$ cat config.mk
export PLATFORM = sky130hd
export DESIGN_NAME = ioctl_stream_tx
export DESIGN_NICKNAME = d
export VERILOG_FILES = /design/src/rtl/ioctl_pkg.sv /design/src/rtl/ioctl_stream_tx.sv
export SDC_FILE = /design/constraint.sdc
export NUM_CORES = 1
export LEC_CHECK = 0
export ABC_CLOCK_PERIOD_IN_PS = 3600
export BUFFER_PORTS_ARGS = -buffer_cell sky130_fd_sc_hd__buf_2
export CORE_ASPECT_RATIO = 0.9
export CORE_MARGIN = 5
export CORE_UTILIZATION = 40
export CTS_CLUSTER_SIZE = 14
export DETAILED_ROUTE_END_ITERATION = 8
export GPL_ROUTABILITY_DRIVEN = 1
export HOLD_SLACK_MARGIN = 0.02
export PLACE_DENSITY = 0.73
export SYNTH_ARGS = -nofsm -noshare
export SYNTH_HDL_FRONTEND = slang
export SYNTH_SLANG_ARGS = --single-unit
$ cat constraint.sdc
create_clock -name clk_sys -period 3.6 [get_ports clk_sys]
set_input_delay 0.36 -clock clk_sys [delete_from_list [all_inputs] [get_ports clk_sys]]
set_output_delay 0.36 -clock clk_sys [all_outputs]
set_load 0.02 [all_outputs]
$ cat src/rtl/ioctl_pkg.sv
// rtl/ioctl_pkg.sv - shared types and constants for the ioctl download initiator
package ioctl_pkg;

    localparam int          IOCTL_ADDR_W = 25;
    localparam logic [7:0]  IDX_BIOS     = 8'd0;
    localparam int          GAP_W        = 4;

    typedef enum logic [2:0] {
        ST_IDLE  = 3'd0,
        ST_SETUP = 3'd1,
        ST_FETCH = 3'd2,
        ST_LATCH = 3'd3,
        ST_ISSUE = 3'd4,
        ST_GAP   = 3'd5,
        ST_TAIL  = 3'd6
    } ioctl_state_e;

endpackage

$ cat src/rtl/ioctl_stream_tx.sv
// rtl/ioctl_stream_tx.sv - ioctl download initiator streaming a source memory image
module ioctl_stream_tx
    import ioctl_pkg::*;
#(
    parameter int ADDR_W = IOCTL_ADDR_W,
    parameter int GAP    = 2
) (
    input  logic              clk_sys,
    input  logic              reset,
    input  logic              start,
    input  logic [7:0]        index,
    input  logic [ADDR_W-1:0] length,
    output logic              busy,
    output logic              done,
    output logic [ADDR_W-1:0] src_addr,
    output logic              src_rd,
    input  logic [7:0]        src_data,
    output logic              ioctl_download,
    output logic [7:0]        ioctl_index,
    output logic [ADDR_W-1:0] ioctl_addr,
    output logic [7:0]        ioctl_dout,
    output logic              ioctl_wr,
    input  logic              ioctl_wait
);

    localparam logic [GAP_W-1:0] GAP_LOAD = GAP_W'(GAP);
    localparam logic [ADDR_W-1:0] ONE     = ADDR_W'(1);

    ioctl_state_e      state_q, state_d;
    logic [ADDR_W-1:0] cnt_q, cnt_d;
    logic [ADDR_W-1:0] len_q, len_d;
    logic [GAP_W-1:0]  gap_q, gap_d;
    logic              busy_q, busy_d;
    logic              done_q, done_d;
    logic [ADDR_W-1:0] src_addr_q, src_addr_d;
    logic              src_rd_q, src_rd_d;
    logic              dl_q, dl_d;
    logic [7:0]        idx_q, idx_d;
    logic [ADDR_W-1:0] addr_q, addr_d;
    logic [7:0]        dout_q, dout_d;
    logic              wr_q, wr_d;

    always_comb begin
        state_d    = state_q;
        cnt_d      = cnt_q;
        len_d      = len_q;
        gap_d      = gap_q;
        busy_d     = busy_q;
        done_d     = 1'b0;
        src_addr_d = src_addr_q;
        src_rd_d   = 1'b0;
        dl_d       = dl_q;
        idx_d      = idx_q;
        addr_d     = addr_q;
        dout_d     = dout_q;
        wr_d       = 1'b0;
        case (state_q)
            ST_IDLE: begin
                if (start) begin
                    if (length != '0) begin
                        len_d   = length;
                        idx_d   = index;
                        cnt_d   = '0;
                        busy_d  = 1'b1;
                        dl_d    = 1'b1;
                        state_d = ST_SETUP;
                    end else begin
                        done_d = 1'b1;
                    end
                end
            end
            ST_SETUP: begin
                addr_d     = '0;
                src_rd_d   = 1'b1;
                src_addr_d = cnt_q;
                state_d    = ST_FETCH;
            end
            ST_FETCH: state_d = ST_LATCH;
            ST_LATCH: begin
                dout_d  = src_data;
                addr_d  = cnt_q;
                state_d = ST_ISSUE;
            end
            ST_ISSUE: begin
                // The strobe is only held back here; a stall during GAP is ignored.
                if (!ioctl_wait) begin
                    wr_d    = 1'b1;
                    gap_d   = GAP_LOAD;
                    state_d = ST_GAP;
                end
            end
            ST_GAP: begin
                if (gap_q != '0) begin
                    gap_d = gap_q - 1'b1;
                end else if (cnt_q == len_q - ONE) begin
                    state_d = ST_TAIL;
                end else begin
                    cnt_d      = cnt_q + ONE;
                    src_rd_d   = 1'b1;
                    src_addr_d = cnt_q + ONE;
                    state_d    = ST_FETCH;
                end
            end
            ST_TAIL: begin
                dl_d    = 1'b0;
                busy_d  = 1'b0;
                done_d  = 1'b1;
                state_d = ST_IDLE;
            end
            default: state_d = ST_IDLE;
        endcase
    end

    always_ff @(posedge clk_sys or posedge reset) begin
        if (reset) begin
            state_q    <= ST_IDLE;
            cnt_q      <= '0;
            len_q      <= '0;
            gap_q      <= '0;
            busy_q     <= 1'b0;
            done_q     <= 1'b0;
            src_addr_q <= '0;
            src_rd_q   <= 1'b0;
            dl_q       <= 1'b0;
            idx_q      <= '0;
            addr_q     <= '0;
            dout_q     <= '0;
            wr_q       <= 1'b0;
        end else begin
            state_q    <= state_d;
            cnt_q      <= cnt_d;
            len_q      <= len_d;
            gap_q      <= gap_d;
            busy_q     <= busy_d;
            done_q     <= done_d;
            src_addr_q <= src_addr_d;
            src_rd_q   <= src_rd_d;
            dl_q       <= dl_d;
            idx_q      <= idx_d;
            addr_q     <= addr_d;
            dout_q     <= dout_d;
            wr_q       <= wr_d;
        end
    end

    assign busy           = busy_q;
    assign done           = done_q;
    assign src_addr       = src_addr_q;
    assign src_rd         = src_rd_q;
    assign ioctl_download = dl_q;
    assign ioctl_index    = idx_q;
    assign ioctl_addr     = addr_q;
    assign ioctl_dout     = dout_q;
    assign ioctl_wr       = wr_q;

endmodule

Word-level counts from Yosys, hierarchy flattened
Index checks and enable logic that the tools add are counted.
Widths: inputs -> output; s select.
- flip-flop bits (word level): 127
- input port bits: 45
- output and inout port bits: 71
- logic and storage cells: 69
- add/sub/neg operators: 3
- equality and inequality tests: 13
- mux-type cells: 27
- reductions and logical operators: 14
- operators by type and width (operator ; count):
    $pmux 25 s2 ; 3
    $mux 25 ; 4
    $add 25x1->25 const B ; 1
    $eq 25x25->1 ; 1
    $reduce_bool 25->1 ; 1
    $sub 25x1->25 const B ; 1
    $pmux 3 s6 ; 1
    $mux 3 ; 5
    $ne 2x2->1 const B ; 6
    $reduce_and 3->1 ; 4
    $reduce_bool 2->1 ; 5
    $eq 3x3->1 const B ; 3
    $mux 1 ; 8
    $mux 4 ; 2
    $pmux 4 s2 ; 1
    $eq 3x2->1 const B ; 2
    $pmux 1 s2 ; 3
    $reduce_and 5->1 ; 1
    $reduce_and 4->1 ; 1
    $reduce_bool 4->1 ; 1
    $sub 4x1->4 const B ; 1
    $eq 3x1->1 const B ; 1
    $logic_not 3->1 ; 1

Depth between registers and ports, before layout
- word-level depth: 5
- mapped depth: 11
- gate-level depth less buffers: 11

Worst setup path before layout
Ideal clock, no wire load.
- kind: register to register
- start point: reg len_q[0]
- end point: reg src_addr_q[15], in the netlist src_addr[15]
- setup time: 0.125 ns
- arrival: 2.784 ns
- data required time: 3.475 ns
- slack: 0.691 ns
- cell stages (with the launch flop): 12
- path buffers: 0
- period minus slack after synthesis: 2.909 ns
- cell sequence: dfrtp_1 > inv_1 > ha_1 > or3b_2 > or4_4 > a211oi_2 > o22ai_1 > nor4_2 > o2111a_2 > or2_4 > inv_2 > mux2_4
- cells in the longest elaborated chain, start to end: 4
- ends and longest elaborated chain (what ; line ; RTL):
    start, declared ; ioctl_stream_tx.sv:31 ; logic [ADDR_W-1:0] len_q, len_d;
    start signal, assigned ; ioctl_stream_tx.sv:132 ; len_q <= len_d;
    $sub 25x1->25 ; ioctl_stream_tx.sv:95 ; end else if (cnt_q == len_q - ONE) begin
    $eq 25x25->1 ; ioctl_stream_tx.sv:95 ;
    $ne 2x2->1 (no line) ; n/a ;
    $reduce_and 3->1 (no line) ; n/a ;
    end signal, assigned ; ioctl_stream_tx.sv:136 ; src_addr_q <= src_addr_d;
    end, declared ; ioctl_stream_tx.sv:35 ; logic [ADDR_W-1:0] src_addr_q, src_addr_d;
Every way passes these cells.
A chain may end at the register's enable or synchronous reset.

Worst setup path in the final report
- start point: reg len_q[0]
- end point: reg src_addr_q[2], in the netlist src_addr[2]
The elaborated chain is that of the path after synthesis.

==> impl_metrics.toml <==
[setup_path]
critical_path.max_fanout = 23
r2r_cells = 11
setup.worst_path.start_class = "flip-flop"
arrival_ns = 3.57
end_kind = "flip-flop"
path_class = "reg2reg"
crit_required_ns = 3.91

[place]
portBuffers = 115
gp_congestion = 0.910
placed_cell_area_mm2 = 0.00756
dp_hpwl_um = 12300

[yosys]
synth_flop_cell = "dfrtp_1"
async_flop_share = 1.00
synth_edf_count = 0
yosys.cell_types.count = 54
ys_seq_area_frac = 0.462
syn-num-nets = 777
yosysWarnings = 0
postSynthAreaPerCell_um2 = 9.45
postSynthCellCount = 727
ys_ff_latch = 127
syn-cell-area_mm2 = 0.00687

[cts]
numCtsBuffers = 17
cts_resized = 0
htreeDepth = 4
ctsLongestPathBuffers = 2
cts_tree = "done"
cts_sinks = 127
cts-hold-fix-buffers = 0
post_cts_buffers = 0
cts_root_buf = "clkbuf_16"
insertion_delay_ns = 0.43
cts.reportedPaths.clkPinSlew_ns = 0.06

[cells_and_area]
mostFrequentLayoutCells = "o21ai_0, dfrtp_1, buf_2"
mostFrequentLayoutCell = "o21ai_0"
design_area_mm2 = 0.00817
layout.nets = 865
seq_area_mm2 = 0.00318
layout-drive-gt1-share = 0.291
final.fill_count = 1577
syn_to_final_growth_pct = 18.8
multi_input_area_mm2 = 0.00339
antenna_cells = 0

[floorplanning]
core_mm2 = 0.0169
io_pins = 116
start_util = 0.407
num_rows = 45
fp.dieW_um = 148
die_h_um = 134
die-area_mm2 = 0.0199

[routing]
vias_per_cell = 5.50
wirelength_um = 17800
drc = 0
drt_iter0_drc = 616
dr_total_vias = 5719
ant_nets = 0
firstDrtPassIters = 5
wl_per_cell_um = 17.2

[global_route]
first_global_vias = 5666
grtUsageTotal = 0.184
grt_pass1_wl_um = 29400
overflow = 0
grt_start_max_net_pins = 128
antenna_found_initial = 0

[sta]
finClkSkew_ns = 0.0108
setup_tns_ns = 0
min_period_over_period = 0.907
setup_viol = 0
tightest_slew_ns = 0.711
rsz0062_at_grt = "false"
final.min_clock_period_ns = 3.27
maxSlewHeadroom = 0.521
slew_violations = 0
finalHoldViolCount = 0
fmax_mhz = 306

[job]
drv_cap = 0

[worst_hold_path]
hp-class = "in2async"

[pwr]
vdd_drop_max_v = 0.000600
p_per_area_mw_per_mm2 = 724
cellLeakagePower_uw = 0.00349

[run_status]
status = "complete, no violations"
[kinds of logic after synthesis]
| family | after synthesis | synth area share |
|---|---|---|
| and+or+nand+nor | 242 | 0.173 |
| AOI/OAI and AO/OA | 181 | 0.165 |
| buffers and inverters | 71 | 0.0446 |
| DFF | 127 | 0.462 |
| adders and majority gates | 5 | 0.00910 |
| muxes | 47 | 0.0774 |
| xor gates and xnor gates | 54 | 0.0688 |
[critical path, cell delays in order, from the launching register on]
cell,delay [ns]
dfrtp_1,0.42
inv_1,0.08
ha_1,0.19
or3b_2,0.47
or4_4,0.49
a211oi_2,0.19
o22ai_1,0.11
nor4_2,0.21
o2111a_2,0.28
or2_4,0.30
inv_2,0.11
mux2_4,0.30
[synthesized netlist by cell type (all sizes together) (10+ instances only)]
library cell | count | area (um2)
nand4 | 10 | 62.6
o31ai | 25 | 283
nand3 | 21 | 105
mux2 | 43 | 492
nor2 | 41 | 154
inv | 13 | 48.8
clkbuf | 52 | 200
xnor2 | 42 | 368
nor4 | 18 | 140
nand2 | 102 | 383
nor3 | 10 | 50.1
dfrtp | 127 | 3180
o21ai | 131 | 656
xor2 | 12 | 105
[area by class of cell]
type / instances / share of cell area
Tap cell: 211 / 0.0323
Inverter: 13 / 0.00644
Clock buffer: 19 / 0.0555
Timing Repair Buffer: 127 / 0.0831
Sequential cell: 127 / 0.389
Clock inverter: 13 / 0.0187
Multi-Input combinational cell: 529 / 0.415
[path summary, 6_finish.rpt]
path	startpoint	end	slack, ns
setup / recovery	len_q[0]$_DFFE_PP0P_	src_addr[2]$_DFFE_PP0P_	0.33
hold / removal	reset	ioctl_dout[3]$_DFFE_PP0P_	0.12
setup reg to reg	len_q[0]$_DFFE_PP0P_	src_addr[2]$_DFFE_PP0P_	0.33
hold reg to reg	ioctl_addr[19]$_DFFE_PP0P_	ioctl_addr[19]$_DFFE_PP0P_	0.47
max in group asynchronous	reset	len_q[16]$_DFFE_PP0P_	2.97
min in group clk_sys	ioctl_wait	ioctl_wr$_DFF_PP0_	0.16
[through the flow]
stage / hold WS [ns] / util / power, uW / setup slack, ns / std cells
2_1_floorplan: 0.461 / - / 3600 / 0.691 / 727
3_3_place_gp: 0.456 / 0.448 / 4100 / 0.415 / 1007
3_5_place_dp: 0.466 / 0.448 / 4150 / 0.346 / 1007
4_1_cts: 0.152 / 0.483 / 5940 / 0.333 / 1039
5_1_grt: 0.156 / 0.483 / 6280 / 0.110 / 1039
6_report: 0.119 / 0.483 / 5910 / 0.334 / 1039
[metal layers]
layer	global-route usage	part of all wire
met5	0	0
met4	0.0539	0.013
met3	0.0527	0.077
met2	0.268	0.44
met1	0.266	0.47
[registers in the layout, indices dropped and copies added, names as in the netlist, 3 cells and up]
| register | cells |
|---|---|
| gap_q | 4 |
| len_q | 25 |
| state_q | 3 |
| ioctl_dout | 8 |
| src_addr | 25 |
| ioctl_index | 8 |
| cnt_q | 25 |
| ioctl_addr | 25 |
[report_power, final]
group / switching, uW / internal [uW] / total [uW]
Sequential: 379 / 1760 / 2140
Combinational: 1200 / 816 / 2010
Clock: 694 / 1070 / 1760
Total: 2270 / 3640 / 5910
No activity file was read; power rests on OpenSTA's default activity.
